## config.mk

```make
export PLATFORM = sky130hd
export DESIGN_NAME = mfp_input_debouncer
export DESIGN_NICKNAME = d
export VERILOG_FILES = /design/src/rtl/mfp_input_debouncer.sv
export SDC_FILE = /design/constraint.sdc
export NUM_CORES = 1
export LEC_CHECK = 0
export CORE_ASPECT_RATIO = 1.5
export CORE_UTILIZATION = 35
export DETAILED_ROUTE_END_ITERATION = 8
export SYNTH_ARGS = -nofsm -noshare
export SYNTH_HDL_FRONTEND = slang
export SYNTH_SLANG_ARGS = --single-unit
export TNS_END_PERCENT = 30
```

## constraint.sdc

```tcl
create_clock -name SI_ClkIn -period 4.65 [get_ports SI_ClkIn]
set_input_delay 1.1625 -clock SI_ClkIn [delete_from_list [all_inputs] [get_ports SI_ClkIn]]
set_output_delay 1.1625 -clock SI_ClkIn [all_outputs]
set_load 0.02 [all_outputs]
```

## src/rtl/mfp_input_debouncer.sv

```systemverilog
`default_nettype none
// ============================================================================
// Module   : mfp_input_debouncer
// Brief    : Two-flop synchronizer plus per-channel debounce for the slide
//            switches and pushbuttons, with optional pushbutton press pulses
//            (enabled by defining MFP_DEBOUNCE_PRESS_PULSE_EN).
// Revision : 1.0 - initial release
// ============================================================================
module mfp_input_debouncer #(
    parameter int N_SW            = 16,
    parameter int N_PB            = 5,
    parameter int DEBOUNCE_CYCLES = 500000
) (
    input  logic            SI_ClkIn,
    input  logic            SI_Reset,
    input  logic [N_SW-1:0] RAW_SW,
    input  logic [N_PB-1:0] RAW_PB,
    output logic [N_SW-1:0] IO_Switch,
    output logic [N_PB-1:0] IO_PB,
    output logic [N_PB-1:0] PB_PRESS
);

    localparam int c_N_CH  = N_SW + N_PB;
    localparam int c_CNT_W = ($clog2(DEBOUNCE_CYCLES) < 1) ? 1 : $clog2(DEBOUNCE_CYCLES);
    localparam logic [c_CNT_W-1:0] c_CNT_MAX = c_CNT_W'(DEBOUNCE_CYCLES - 1);
    localparam logic [c_CNT_W-1:0] c_CNT_ONE = c_CNT_W'(1);

    logic [c_N_CH-1:0] w_raw;
    logic [c_N_CH-1:0] r_s1;
    logic [c_N_CH-1:0] r_s2;
    logic [c_N_CH-1:0] w_db;

    assign w_raw = {RAW_PB, RAW_SW};

    // Plain back-to-back flops: nothing may sit between the two stages.
    always_ff @(posedge SI_ClkIn) begin
        if (SI_Reset) begin
            r_s1 <= '0;
            r_s2 <= '0;
        end else begin
            r_s1 <= w_raw;
            r_s2 <= r_s1;
        end
    end

    generate
        for (genvar i = 0; i < c_N_CH; i++) begin : g_ch
            logic [c_CNT_W-1:0] r_cnt;
            logic               r_db;

            // Any cycle where the synchronized level agrees with the accepted
            // level restarts the window, so short bounces never accumulate.
            always_ff @(posedge SI_ClkIn) begin
                if (SI_Reset) begin
                    r_cnt <= '0;
                    r_db  <= 1'b0;
                end else if (r_s2[i] == r_db) begin
                    r_cnt <= '0;
                end else if (r_cnt == c_CNT_MAX) begin
                    r_db  <= r_s2[i];
                    r_cnt <= '0;
                end else begin
                    r_cnt <= r_cnt + c_CNT_ONE;
                end
            end

            assign w_db[i] = r_db;
        end
    endgenerate

    assign IO_Switch = w_db[N_SW-1:0];
    assign IO_PB     = w_db[c_N_CH-1:N_SW];

`ifdef MFP_DEBOUNCE_PRESS_PULSE_EN
    logic [N_PB-1:0] r_db_d;

    always_ff @(posedge SI_ClkIn) begin
        if (SI_Reset) begin
            r_db_d <= '0;
        end else begin
            r_db_d <= w_db[c_N_CH-1:N_SW];
        end
    end

    assign PB_PRESS = w_db[c_N_CH-1:N_SW] & ~r_db_d;
`else
    assign PB_PRESS = '0;
`endif

endmodule
`default_nettype wire

```

==> flow_summary_export.csv <==
group,metric,value,unit
power_and_ir_drop,power.internal,6.49,mW
timing,setup_viol,0,
critical_path,crit_type,"reg -> out",
clock_network,cts_hold_buf,0,
critical_path,cp_data_arrival_time,1.68,ns
power_and_ir_drop,p_leak,6.69,nW
timing,finalCritPeriodShare,61.1,%
timing,rsz0062_at_grt,"no",
outcome,outcome,"finished clean",
timing,fmax,0.352,GHz
power_and_ir_drop,combPwrFrac,1.2,%
place,pre_cts_ws,1.81,ns
detailed_routing,route.detailed.drc,0,
worst_hold_path,holdCritPathClass,"reg -> reg",
clock_network,cts_root_buffer,"clkbuf_16",
critical_path,startpoint_type,"flop",
synthesis,syn_area,20300,um2
place,dpl.hpwl,27.7,mm
grt,first_global_vias,15400,
power_and_ir_drop,p_seq_share,48.8,%
synthesis,seq_area_frac_synth,45.6,%
detailed_routing,wl_per_cell,12.7,um
critical_path,slowest_stage,"clkdlybuf4s50_1",
timing,finalCriticalPeriod,2.84,ns
grt,antenna_found_initial,0,
detailed_routing,routed_wl,39.8,mm
clock_network,h-tree-depth,2,
floorplan,initial_core_util,35.6,%
grt,grt_max_degree,38,
clock_network,numCtsBuffers,47,
power_and_ir_drop,switching_share,20.7,%
clock_network,cts_tree,"yes",
clock_network,clock_latency,0.58,ns
critical_path,path_max_fanout,3,
grt,grt-ovfl-total,0,
synthesis,synth_top_cells_by_area,"dfxtp_1, xnor2_1, nor2_1",
critical_path,cpPeakStageDelay,0.66,ns
power_and_ir_drop,power_density,356,nW/um2
timing,fin_skew,0.0137,ns
power_and_ir_drop,total_power,8.18,mW
floorplan,design.die.area,59000,um2
timing,relSlewSlack,17.5,%
cells_and_area,nNetsFinal,2385,
synthesis,synth_cell_types,49,
detailed_routing,drt_iter0_drc,575,
cells_and_area,fillers,5786,
critical_path,timing.critical_path.buf_inv,1,
synthesis,synthCells,2322,
synthesis,synth-seq-cells,462,
cells_and_area,antenna_cells,0,
floorplan,die_w,199,um
timing,tns,0,ns
grt,grt_usage,13.7,%
critical_path,end_kind,"output pin",
synthesis,post-synth-top-count-cell,"dfxtp_1",
synthesis,synth_edf_count,0,
floorplan,core-area,57000,um2
synthesis,syn_area_per_cell,8.74,um2
cells_and_area,drive_above_1_share,4.79,%
synthesis,synthTopCellsByCount,"dfxtp_1, nor2_1, nand3_1",
clock_network,cts.repair.resized,0,
clock_network,clk_pin_slew,0.06,ns
power_and_ir_drop,p_clk_share,50.0,%
synthesis,synth_top_cell_by_area,"dfxtp_1",
grt,grt_pass1_wl,69.4,mm
detailed_routing,vias,16000,
detailed_routing,antenna_left,0,
timing,finalHoldViolCount,0,
place,place_congestion,0.810,
job,maxCapViolations,0,
floorplan,boundaryPins,49,
critical_path,cp_data_required_time,3.49,ns
synthesis,ys.flop_type,"dfxtp_1",
place,port_buffers,43,
clock_network,cts.sinks,462,
synthesis,synthArstFlopShare,0,%
clock_network,post_cts_buffers,0,
critical_path,crit_path_cell_trace,"clkdlybuf4s50_1",
detailed_routing,dr.pass1.iters,5,
power_and_ir_drop,ir_drop,0.000287,V
synthesis,synth_top_cell_area_share,45.6,%
clock_network,clockBufferDepth,3,
timing,setup_slack,1.81,ns
timing,final-max-slew-violation-count,0,
detailed_routing,routed_via_density,5.08,
synthesis,synth.yosys.warnings,0,
cells_and_area,syn_to_final_growth,13.4,%
floorplan,die_y,297,um
critical_path,crit_family,"buffers and inverters",
timing,worst_slew_pin_slew,1.24,ns
power_and_ir_drop,switching_power,1.70,mW
floorplan,placementRows,107,
[routing by layer]
layer,wire [um],GRT usage (%)
met5,0,0
met4,1010,4.63
met3,1180,2.28
met2,20500,25.3
met1,17100,15.5
[flip-flops by register name (all words and copies together) (netlist names)]
| signal | count |
|---|---|
| r_s1 | 21 |
| g_ch.r_db | 21 |
| r_s2 | 21 |
| g_ch.r_cnt | 399 |
[final timing paths]
path	startpoint	endpoint	slack (ns)	cells after the start
worst min register to register	r_s1[15]	r_s2[15]	0.42	1
worst max-delay path	g_ch[2].r_db	IO_Switch[2]	1.81	1
worst min-delay path	r_s1[15]	r_s2[15]	0.42	1
worst max register to register	g_ch[9].r_cnt[0]	g_ch[9].r_cnt[6]	2.13	5
[area by class of cell]
class                      instances  area (um2)  share of cell area (%)
multi-input combinational       1700       10300                    44.9
sequential                       462        9250                    40.2
clock buffer                      61        1360                    5.91
tap                              763         955                    4.15
timing repair buffer              48         465                    2.02
clock inverter                    27         350                    1.52
inverter                          82         308                    1.34
[cells by family after synthesis]
group / Yosys count / synth area share (%)
compound gates: 263 / 7.63
other cells: 1 / 0.0185
simple gates: 1133 / 29.8
flops: 462 / 45.6
buf+inv: 164 / 3.63
xor+xnor: 278 / 12.0
fa+ha+maj: 21 / 1.29
[per-stage QoR]
stage | hold slack [ns] | area (um2) | utilization, % | instances
CTS | 0.419 | 23000 | 40.3 | 3143
global route | 0.441 | 23000 | 40.3 | 3143
detailed placement | 0.421 | 21300 | 37.3 | 3055
finish | 0.422 | 23000 | 40.3 | 3143
floorplan | 0.414 | 20300 | - | 2326
global placement | 0.417 | 21300 | 37.3 | 3055
[power groups by stage]
stage / registers (mW) / logic, mW / clock network, mW
finish: 3.99 / 0.0994 / 4.09
global route: 3.99 / 0.113 / 4.40
CTS: 3.99 / 0.102 / 4.25
detailed placement: 4.08 / 0.102 / 0
global placement: 4.08 / 0.100 / 0
floorplan: 4.08 / 0.0681 / 0
[placed cells by master (no fill, tap or decap), drive strengths merged, types with 58 or more instances in the layout]
| master | Yosys | routed |
|---|---|---|
| xor2 | 135 | 135 |
| inv | 82 | 84 |
| a21oi | 116 | 116 |
| xnor2 | 143 | 143 |
| nand4 | 99 | 99 |
| nand3 | 150 | 150 |
| dfxtp | 462 | 462 |
| nor4 | 58 | 58 |
| clkbuf | 37 | 61 |
| or3 | 85 | 85 |
| nor2 | 327 | 327 |
| o21ai | 84 | 84 |
| nand2 | 124 | 124 |
Note: power is estimated with default switching activity, not from simulation.
